--- src/rtl/ivs_sched_pkg.sv ---
// Shared definitions for the IVS slot scheduler.
//   NUM_SLOTS  : number of doorbell slots (fixed at 32 in this revision)
//   SLOT_ID_W  : width of a slot id
//   sched_state_e : scheduler FSM state encoding (also exported on dbg_state)
package ivs_sched_pkg;

  localparam int NUM_SLOTS = 32;
  localparam int SLOT_ID_W = 5;

  typedef enum logic [2:0] {
    S_IDLE     = 3'd0,
    S_FETCH    = 3'd1,
    S_WAIT_CMD = 3'd2,
    S_START    = 3'd3,
    S_RUN      = 3'd4,
    S_DONE     = 3'd5
  } sched_state_e;

endpackage

--- src/rtl/ivs_rr_pick.sv ---
// Combinational round-robin picker over the 32-bit pending set.
// The search starts at last+1 and ascends, wrapping past 31 to 0.
// It is built as rotate -> lowest-set-bit priority encode -> un-rotate.
//   req  : pending request vector
//   last : slot id granted most recently
//   any  : at least one request is set
//   id   : winning slot id (meaningful only when any=1)
module ivs_rr_pick
  import ivs_sched_pkg::*;
(
  input  logic [NUM_SLOTS-1:0] req,
  input  logic [SLOT_ID_W-1:0] last,
  output logic                 any,
  output logic [SLOT_ID_W-1:0] id
);

  logic [SLOT_ID_W-1:0] w_start;
  logic [NUM_SLOTS-1:0] w_rot;
  logic [SLOT_ID_W-1:0] w_pos;
  logic                 w_found;

  // 5-bit arithmetic wraps naturally, so 31+1 starts the search at 0.
  assign w_start = last + SLOT_ID_W'(1);

  // Rotate so that slot w_start lands in bit 0.
  always_comb begin
    w_rot = '0;
    for (int i = 0; i < NUM_SLOTS; i++) begin
      w_rot[i] = req[SLOT_ID_W'(i) + w_start];
    end
  end

  // Lowest set bit of the rotated vector is the winner.
  always_comb begin
    w_found = 1'b0;
    w_pos   = '0;
    for (int i = 0; i < NUM_SLOTS; i++) begin
      if (!w_found && w_rot[i]) begin
        w_found = 1'b1;
        w_pos   = SLOT_ID_W'(i);
      end
    end
  end

  assign any = |req;
  assign id  = w_pos + w_start;

endmodule

--- src/rtl/ivs_slot_sched.sv ---
// IVS slot scheduler: collects per-slot doorbells into a pending set, picks
// the next slot round-robin, then sequences command fetch, frame start and
// completion reporting, guarded by a watchdog.
//   clk, rst_n      : clock, asynchronous active-low reset
//   sched_en        : allows new grants; an in-flight slot always completes
//   slot_doorbell   : one-cycle per-slot pending pulses
//   timeout_cfg     : watchdog limit in cycles, 0 disables it
//   cmd_fetch_en    : one-cycle fetch request, slot in cmd_slot_sel
//   cmd_resp        : command loaded (honoured only in WAIT_CMD)
//   frm_start       : one-cycle frame-engine kick
//   frm_done        : frame finished (honoured only in RUN)
//   slot_pending    : current pending set
//   sched_busy      : high in every state except IDLE
//   slot_done_*     : completion strobe, slot id and timeout flag
//   dbg_state       : current FSM state
//
// Handshake note: every strobe in or out is a single-cycle pulse with no
// back-pressure. Inputs arriving outside the state that waits for them are
// dropped; all outputs are registered.
module ivs_slot_sched
  import ivs_sched_pkg::*;
#(
  parameter int TMO_W = 16
) (
  input  logic                 clk,
  input  logic                 rst_n,
  input  logic                 sched_en,
  input  logic [NUM_SLOTS-1:0] slot_doorbell,
  input  logic [TMO_W-1:0]     timeout_cfg,
  output logic                 cmd_fetch_en,
  output logic [SLOT_ID_W-1:0] cmd_slot_sel,
  input  logic                 cmd_resp,
  output logic                 frm_start,
  input  logic                 frm_done,
  output logic [NUM_SLOTS-1:0] slot_pending,
  output logic                 sched_busy,
  output logic                 slot_done_vld,
  output logic [SLOT_ID_W-1:0] slot_done_id,
  output logic                 slot_done_err,
  output logic [2:0]           dbg_state
);

  sched_state_e         r_state;
  logic [NUM_SLOTS-1:0] r_pending;
  logic [SLOT_ID_W-1:0] r_last;
  logic [SLOT_ID_W-1:0] r_sel;
  logic [TMO_W-1:0]     r_wdog;
  logic                 r_fetch;
  logic                 r_start;
  logic                 r_busy;
  logic                 r_done_vld;
  logic [SLOT_ID_W-1:0] r_done_id;
  logic                 r_done_err;

  logic                 w_any;
  logic [SLOT_ID_W-1:0] w_pick;
  logic                 w_grant;
  logic [NUM_SLOTS-1:0] w_grant_clear;
  logic                 w_expire;
  logic [TMO_W-1:0]     w_wdog_inc;

  ivs_rr_pick u_pick (
    .req  (r_pending),
    .last (r_last),
    .any  (w_any),
    .id   (w_pick)
  );

  assign w_grant       = (r_state == S_IDLE) && sched_en && w_any;
  assign w_grant_clear = w_grant ? (NUM_SLOTS'(1) << w_pick) : '0;

  assign w_expire   = (timeout_cfg != '0) && (r_wdog == timeout_cfg - TMO_W'(1));
  // Saturate rather than wrap so a disabled watchdog can never alias.
  assign w_wdog_inc = (r_wdog == '1) ? r_wdog : r_wdog + TMO_W'(1);

  always_ff @(posedge clk or negedge rst_n) begin
    if (!rst_n) begin
      r_state    <= S_IDLE;
      r_pending  <= '0;
      r_last     <= SLOT_ID_W'(NUM_SLOTS - 1);
      r_sel      <= '0;
      r_wdog     <= '0;
      r_fetch    <= 1'b0;
      r_start    <= 1'b0;
      r_busy     <= 1'b0;
      r_done_vld <= 1'b0;
      r_done_id  <= '0;
      r_done_err <= 1'b0;
    end else begin
      // OR-ing the doorbell last lets it win over a same-cycle clear.
      r_pending  <= (r_pending & ~w_grant_clear) | slot_doorbell;
      r_fetch    <= 1'b0;
      r_start    <= 1'b0;
      r_done_vld <= 1'b0;

      case (r_state)
        S_IDLE: begin
          if (w_grant) begin
            r_sel   <= w_pick;
            r_fetch <= 1'b1;
            r_busy  <= 1'b1;
            r_state <= S_FETCH;
          end
        end

        S_FETCH: begin
          r_wdog  <= '0;
          r_state <= S_WAIT_CMD;
        end

        S_WAIT_CMD: begin
          if (cmd_resp) begin
            r_state <= S_START;
          end else if (w_expire) begin
            r_done_vld <= 1'b1;
            r_done_id  <= r_sel;
            r_done_err <= 1'b1;
            r_state    <= S_DONE;
          end else begin
            r_wdog <= w_wdog_inc;
          end
        end

        // The kick is registered from START, so it is seen in the first
        // RUN cycle: two cycles after cmd_resp.
        S_START: begin
          r_start <= 1'b1;
          r_wdog  <= '0;
          r_state <= S_RUN;
        end

        S_RUN: begin
          if (frm_done) begin
            r_done_vld <= 1'b1;
            r_done_id  <= r_sel;
            r_done_err <= 1'b0;
            r_state    <= S_DONE;
          end else if (w_expire) begin
            r_done_vld <= 1'b1;
            r_done_id  <= r_sel;
            r_done_err <= 1'b1;
            r_state    <= S_DONE;
          end else begin
            r_wdog <= w_wdog_inc;
          end
        end

        S_DONE: begin
          r_last  <= r_sel;
          r_busy  <= 1'b0;
          r_state <= S_IDLE;
        end

        default: begin
          r_busy  <= 1'b0;
          r_state <= S_IDLE;
        end
      endcase
    end
  end

  assign cmd_fetch_en  = r_fetch;
  assign cmd_slot_sel  = r_sel;
  assign frm_start     = r_start;
  assign slot_pending  = r_pending;
  assign sched_busy    = r_busy;
  assign slot_done_vld = r_done_vld;
  assign slot_done_id  = r_done_id;
  assign slot_done_err = r_done_err;
  assign dbg_state     = r_state;

endmodule
--- config.mk ---
export PLATFORM = sky130hd
export DESIGN_NAME = ivs_slot_sched
export DESIGN_NICKNAME = d
export VERILOG_FILES = /design/src/rtl/ivs_sched_pkg.sv /design/src/rtl/ivs_rr_pick.sv /design/src/rtl/ivs_slot_sched.sv
export SDC_FILE = /design/constraint.sdc
export NUM_CORES = 1
export LEC_CHECK = 0
export ABC_AREA = 1
export BUFFER_PORTS_ARGS = -buffer_cell sky130_fd_sc_hd__clkbuf_2
export CAP_MARGIN = 10
export CORE_MARGIN = 2
export CORE_UTILIZATION = 59
export CTS_CLUSTER_DIAMETER = 50
export DETAILED_ROUTE_END_ITERATION = 7
export GPL_TIMING_DRIVEN = 0
export MAX_ROUTING_LAYER = met4
export PLACE_DENSITY = 0.85
export SKIP_CTS_REPAIR_TIMING = 1
export SYNTH_ARGS = -nofsm -noshare
export SYNTH_HDL_FRONTEND = slang
export SYNTH_SLANG_ARGS = --single-unit
--- constraint.sdc ---
create_clock -name clk -period 6.2 [get_ports clk]
set_input_delay 0.31 -clock clk [delete_from_list [all_inputs] [get_ports clk]]
set_output_delay 0.31 -clock clk [all_outputs]
set_load 0.02 [all_outputs]
After elaboration in Yosys (flattened, before gate mapping)
Cells that the tools add are included.
{ "totals": {"word_cells": 323, "output_inout_bits": 50, "input_bits": 53, "ff_bits": 71} }
{ "classes": {"magnitude_cmp": 32, "muxes": 154, "reduce_logical": 76, "eq_ne": 10, "n_shift": 1, "n_bitwise": 4, "n_addsub": 35} }
{ "ops": {"columns": ["cell", "n"], "rows": [
  ["less-than comparator 5 x 6 -> 1 bit (second input constant)", 32],
  ["binary-select mux 1 bit (select 5 bit)", 32],
  ["two-way mux 5 bit", 19],
  ["adder 5 bit (first input constant)", 16],
  ["two-way mux 1 bit", 74],
  ["two-way mux 16 bit", 4],
  ["case mux 16 bit (3 select lines)", 1],
  ["adder 4 x 5 -> 5 bit (first input constant)", 8],
  ["logical AND 1 bit", 34],
  ["bitwise AND 32 bit", 1],
  ["two-way mux 32 bit", 1],
  ["two-way mux 4 bit", 8],
  ["inverter 32 bit", 1],
  ["bitwise OR 32 bit", 1],
  ["OR reduction 32 bit", 1],
  ["<< shifter 1 x 5 -> 32 bit (first input constant)", 1],
  ["zero test 1 bit", 31],
  ["two-way mux 3 bit", 8],
  ["adder 3 x 5 -> 5 bit (first input constant)", 4],
  ["adder 16 x 1 -> 16 bit (second input constant)", 1],
  ["equality test 16 bit", 1],
  ["equality test 16 bit (second input constant)", 1],
  ["nonzero test 16 bit", 1],
  ["subtractor 16 x 1 -> 16 bit (second input constant)", 1],
  ["other kinds (20)", 30]
]} }

Depth between registers and ports, before layout
{ "logic_depth": {"depth_word": 103, "mapped_depth": 48} }

Hierarchy
From an unflattened synthesis, not the netlist that was laid out.
{ "hier_totals": {"cells_unflattened": 1196, "hier_area_um2": 7427.1} }
{ "by_module_without_submodules": {"columns": ["module", "cells_per_inst", "area_per_inst_um2", "seq_area_each_um2", "instances"], "rows": [
  ["ivs_slot_sched", 550, 4098.9, 1783.0, 1],
  ["ivs_rr_pick", 646, 3328.2, 0.0, 1]
]} }

Worst setup path after synthesis
OpenSTA, ideal clock, no wires.
{ "synth_path": {"path_type": "flip-flop to flip-flop", "start": "register r_last[0]", "end": "register r_pending[24] (netlist: slot_pending[24])", "required_time_ns": 6.083, "period_less_slack_ns": 5.505, "path_slack_ns": 0.695, "n_path_buf": 5, "arrival_time_ns": 5.388, "path_stages_with_launch": 41, "cell_sequence": "dfstp_2 buf_4 inv_2 buf_6 buf_6 ha_1 inv_2 buf_2 ha_1 nand2_1 nand2_1 nand2_1 nand3_1 nand3_1 nand2_2 nand2_2 nor2_4 nand4_4 (+5 left out) nand4_2 nor2_2 nand4_2 nor2_4 nand4_2 nor2_4 o2111ai_1 nand2_1 ha_1 a21oi_1 nand2_1 nand2_2 nand2_1 nor2_4 buf_6 nand2_1 nand2_1 nand2_1"} }
{ "synth_via": {"elab_chain_cells": 103, "word_cells_on_any_way": 226, "classes_between": "33 x add/sub; 1 x shift; 127 x mux; 3 x bitwise; 62 x reduce/logical"} }
{ "synth_rtl": {"columns": ["element", "line_no", "text"], "rows": [
  ["start: declaration", "ivs_slot_sched.sv:45", "logic [SLOT_ID_W-1:0] r_last;"],
  ["start signal: assignment", "ivs_slot_sched.sv:80", "r_last <= SLOT_ID_W'(NUM_SLOTS - 1);"],
  ["start signal: assignment", "ivs_slot_sched.sv:149", "r_last <= r_sel;"],
  ["adder 5 x 1 -> 5 bit (*)", "ivs_rr_pick.sv:23", "assign w_start = last + SLOT_ID_W'(1);"],
  ["branches (longest 96 deep; another with adder 1 x 5 -> 5 bit)", null, null],
  ["adder 5 bit (*)", "ivs_rr_pick.sv:46", "assign id = w_pos + w_start;"],
  ["<< shifter 1 x 5 -> 32 bit (*)", "ivs_slot_sched.sv:70", "assign w_grant_clear = w_grant ? (NUM_SLOTS'(1) << w_pick) : '0;"],
  ["two-way mux 32 bit (*)", "ivs_slot_sched.sv:70", null],
  ["inverter 32 bit (*)", "ivs_slot_sched.sv:91", "r_pending <= (r_pending & ~w_grant_clear) | slot_doorbell;"],
  ["bitwise AND 32 bit (*)", "ivs_slot_sched.sv:91", null],
  ["bitwise OR 32 bit (*)", "ivs_slot_sched.sv:91", null],
  ["end signal: assignment", "ivs_slot_sched.sv:91", null],
  ["end: declaration", "ivs_slot_sched.sv:44", "logic [NUM_SLOTS-1:0] r_pending;"]
]} }
Every way passes the cells marked *. The select of a mux whose other input is x is not followed.
A chain may end at the register's enable or synchronous reset.

Worst setup path in the final report
{ "layout_path": {"start": "register r_last[0]", "end": "register r_pending[25] (netlist: slot_pending[25])"} }
Same word-level chain as after synthesis.

==> impl_metrics.yaml <==
cts:
  cts.sinks: 71
  cts.path.max_buffers: 2
  clk_latency_ns: 0.35
  h-tree-depth: 3
  cts.clk_slew.worst_paths_ns: 0.06
  clockRootBuffer: "clkbuf_16"
  cts_tree: "done"
  cts_made_buffers: 9
sta:
  timing.fmax_ghz: 0.169
  period_needed_ns: 5.92
  rsz0062_at_grt: "true"
  setup_ws_ns: 0.278
  max_slew_margin_pct: 51.4
  hold_slack_ns: 0.140
  fin_crit_sh_pct: 95.5
  tightest_slew_ns: 0.721
  setup_viol: 0
  tns_ns: 0
  finClkSkew_ns: 0.00734
  hold_violations: 0
  drv_slew: 0
logic_synthesis:
  synth_cell_types: 56
  synthCells: 1158
  synthArstFlopShare_pct: 100
  ys_seq_area_share_pct: 25.2
  ys_ff_latch: 71
  synth_edf_count: 0
  yosysWarningCount: 0
  yosys.area.top_type: "dfrtp_1"
  netlist_area_mm2: 0.00709
  synth.avg_cell_area_um2: 6.12
  synthFlopType: "dfrtp_1"
  synth_fp_nets: 1229
  synth_area_leaders: "dfrtp_1 (23%), nand2_1 (22%), nand3_1 (10%)"
  yosysTopAreaCellShare_pct: 23.3
setup_path:
  crit_arrival_ns: 6.16
  r2r_cells: 41
  r2r_end: "slot_pending[25]$_DFF_PN0_"
  cp.required_ns: 6.43
  slowest_delay_ns: 0.55
  path_class: "register to register"
  reg2reg_setup_slack_ns: 0.28
  r2r-start: "r_last[0]$_DFFE_PN1N_"
  cp-start-kind: "register"
  cp_max_fo: 20
  cp-end-kind: "register"
  slowest_stage: "dfstp_2"
  cp-startpoint: "r_last[0]$_DFFE_PN1N_"
  endpoint: "slot_pending[25]$_DFF_PN0_"
route:
  vias: 8234
  met1_length_mm: 10.0
  routed.top_layer: "met4"
  wl_met3_mm: 1.93
  wl_mm: 23.2
  vias_per_cell: 5.70
  antenna_left: 0
  firstDrtPassIters: 6
  avgRoutedWirePerCell_um: 16.1
  drt_iter0_drc: 846
  wl_met2_mm: 10.6
  drc: 0
floorplan:
  start_util_pct: 59.8
  die_y_um: 114
  ioPinCount: 103
  rows: 40
  dieWidth_um: 114
  fp.coreArea_mm2: 0.0119
  die_area_mm2: 0.0129
global_route:
  antenna_found_initial: 0
  overflow: 0
  grt_max_degree: 39
  grt_pass1_wl_mm: 36.7
  grt_pass1_vias: 7331
  global_route.usage.total_pct: 36.9
placed_design:
  hpwl_mm: 17.9
  pre_cts_ws_ns: -0.365
  portBuffers: 102
  gp_congestion: 1.02
job:
  maxCapViolations: 0
layout:
  regArea_mm2: 0.00178
  synthToLayoutAreaGrowth_pct: 21.9
  multi_input_area_mm2: 0.00490
  fillers: 1010
  fin_nets: 1363
  drive_above_1_share_pct: 19.8
  antenna_cells: 0
run_status:
  status: "complete, no violations"
min_path:
  hold_path.class: "input port to register"
==> sequential cells by signal, indices dropped and copies added, names as in the netlist <==
name           cells
r_last             5
slot_done_id       5
slot_pending      32
cmd_slot_sel       5
frm_start          1
dbg_state          3
r_wdog            16
slot_done_vld      1
sched_busy         1
cmd_fetch_en       1
slot_done_err      1
==> synth_stat cells (all sizes together) (3+ instances only) <==
cell type	instances
clkbuf	6
inv	150
a31oi	11
o22ai	3
dfrtp	66
o21a	9
nor2	85
dfstp	5
nor3	12
a21oi	25
and2	7
ha	18
xor2	30
o2111ai	4
buf	18
nand3b	4
nor4	14
a211oi	7
o21ai	57
xnor2	11
nand2	433
or2	3
nand4	14
mux2i	3
nand3	143
==> cells by family after synthesis <==
logic type,count (synthesis),share of synthesized area [%]
simple gates,720,44.6
buf+inv,175,10.2
compound gates,130,11.1
flops,71,25.2
xor+xnor,41,5.28
fa+ha+maj,18,3.18
mux,3,0.424
==> metal layers <==
layer | up-vias | global-route usage (%)
li1 | 4023 | -
met1 | 3750 | 51.2
met2 | 398 | 56.2
met3 | 63 | 5.58
met4 | 0 | 11.1
met5 | - | -
==> worst min-delay path by stage <==
stage,from,end,slack [ns],cells after the start
after global placement,slot_doorbell[31],slot_pending[31]$_DFF_PN0_,0.49,3
after CTS,rst_n,r_wdog[15]$_DFFE_PN0P_,-0.04,1
final,slot_doorbell[16],slot_pending[16]$_DFF_PN0_,0.14,3
after global routing,slot_doorbell[0],slot_pending[0]$_DFF_PN0_,0.15,3
after detailed placement,rst_n,r_wdog[15]$_DFFE_PN0P_,0.33,1
after floorplan,rst_n,cmd_fetch_en$_DFF_PN0_,0.01,0
==> layout by cell type (no fill, tap or decap), types with 6 or more instances in the layout <==
master / count
nand2_1: 410
inv_1: 139
nand3_1: 125
clkbuf_2: 102
nor2_1: 73
dfrtp_1: 66
o21ai_0: 44
xor2_1: 26
a21oi_1: 23
nand2_2: 20
nand3_2: 18
buf_4: 18
nor4_1: 14
buf_6: 12
nor3_1: 12
a31oi_1: 11
inv_2: 10
o21ai_1: 10
xnor2_1: 10
o21a_1: 9
ha_1: 9
clkbuf_16: 9
nor2_4: 8
nand4_1: 8
a211oi_1: 7
and2_1: 6
nand4_4: 6
ha_4: 6
==> worst max-delay path, delay by kind of cell (launching register included) <==
| family | cells | cell delay, ns |
|---|---|---|
| xor+xnor | 1 | 0.29 |
| fa+ha+maj | 3 | 0.77 |
| simple gates | 29 | 3.44 |
| buf+inv | 8 | 0.71 |
| flops | 1 | 0.55 |
==> final cells by class <==
| class | instances | area share [%] |
|---|---|---|
| sequential | 71 | 20.6 |
| multi-input combinational | 912 | 56.7 |
| clock buffer | 10 | 2.77 |
| clock inverter | 6 | 0.796 |
| inverter | 151 | 6.62 |
| tap | 147 | 2.13 |
| timing repair buffer | 124 | 8.15 |
| buffer | 23 | 2.23 |
==> through the flow <==
step	cells	util (%)	instance area, µm²
final	1444	72.8	8640
after CTS	1424	68.4	8110
after detailed placement	1408	65.8	7810
after global routing	1444	72.8	8640
after floorplan	1158	-	7090
after global placement	1407	65.6	7780
Power is not shown: default switching activity piles up to over one toggle a cycle in this logic, so the estimate is an artifact.
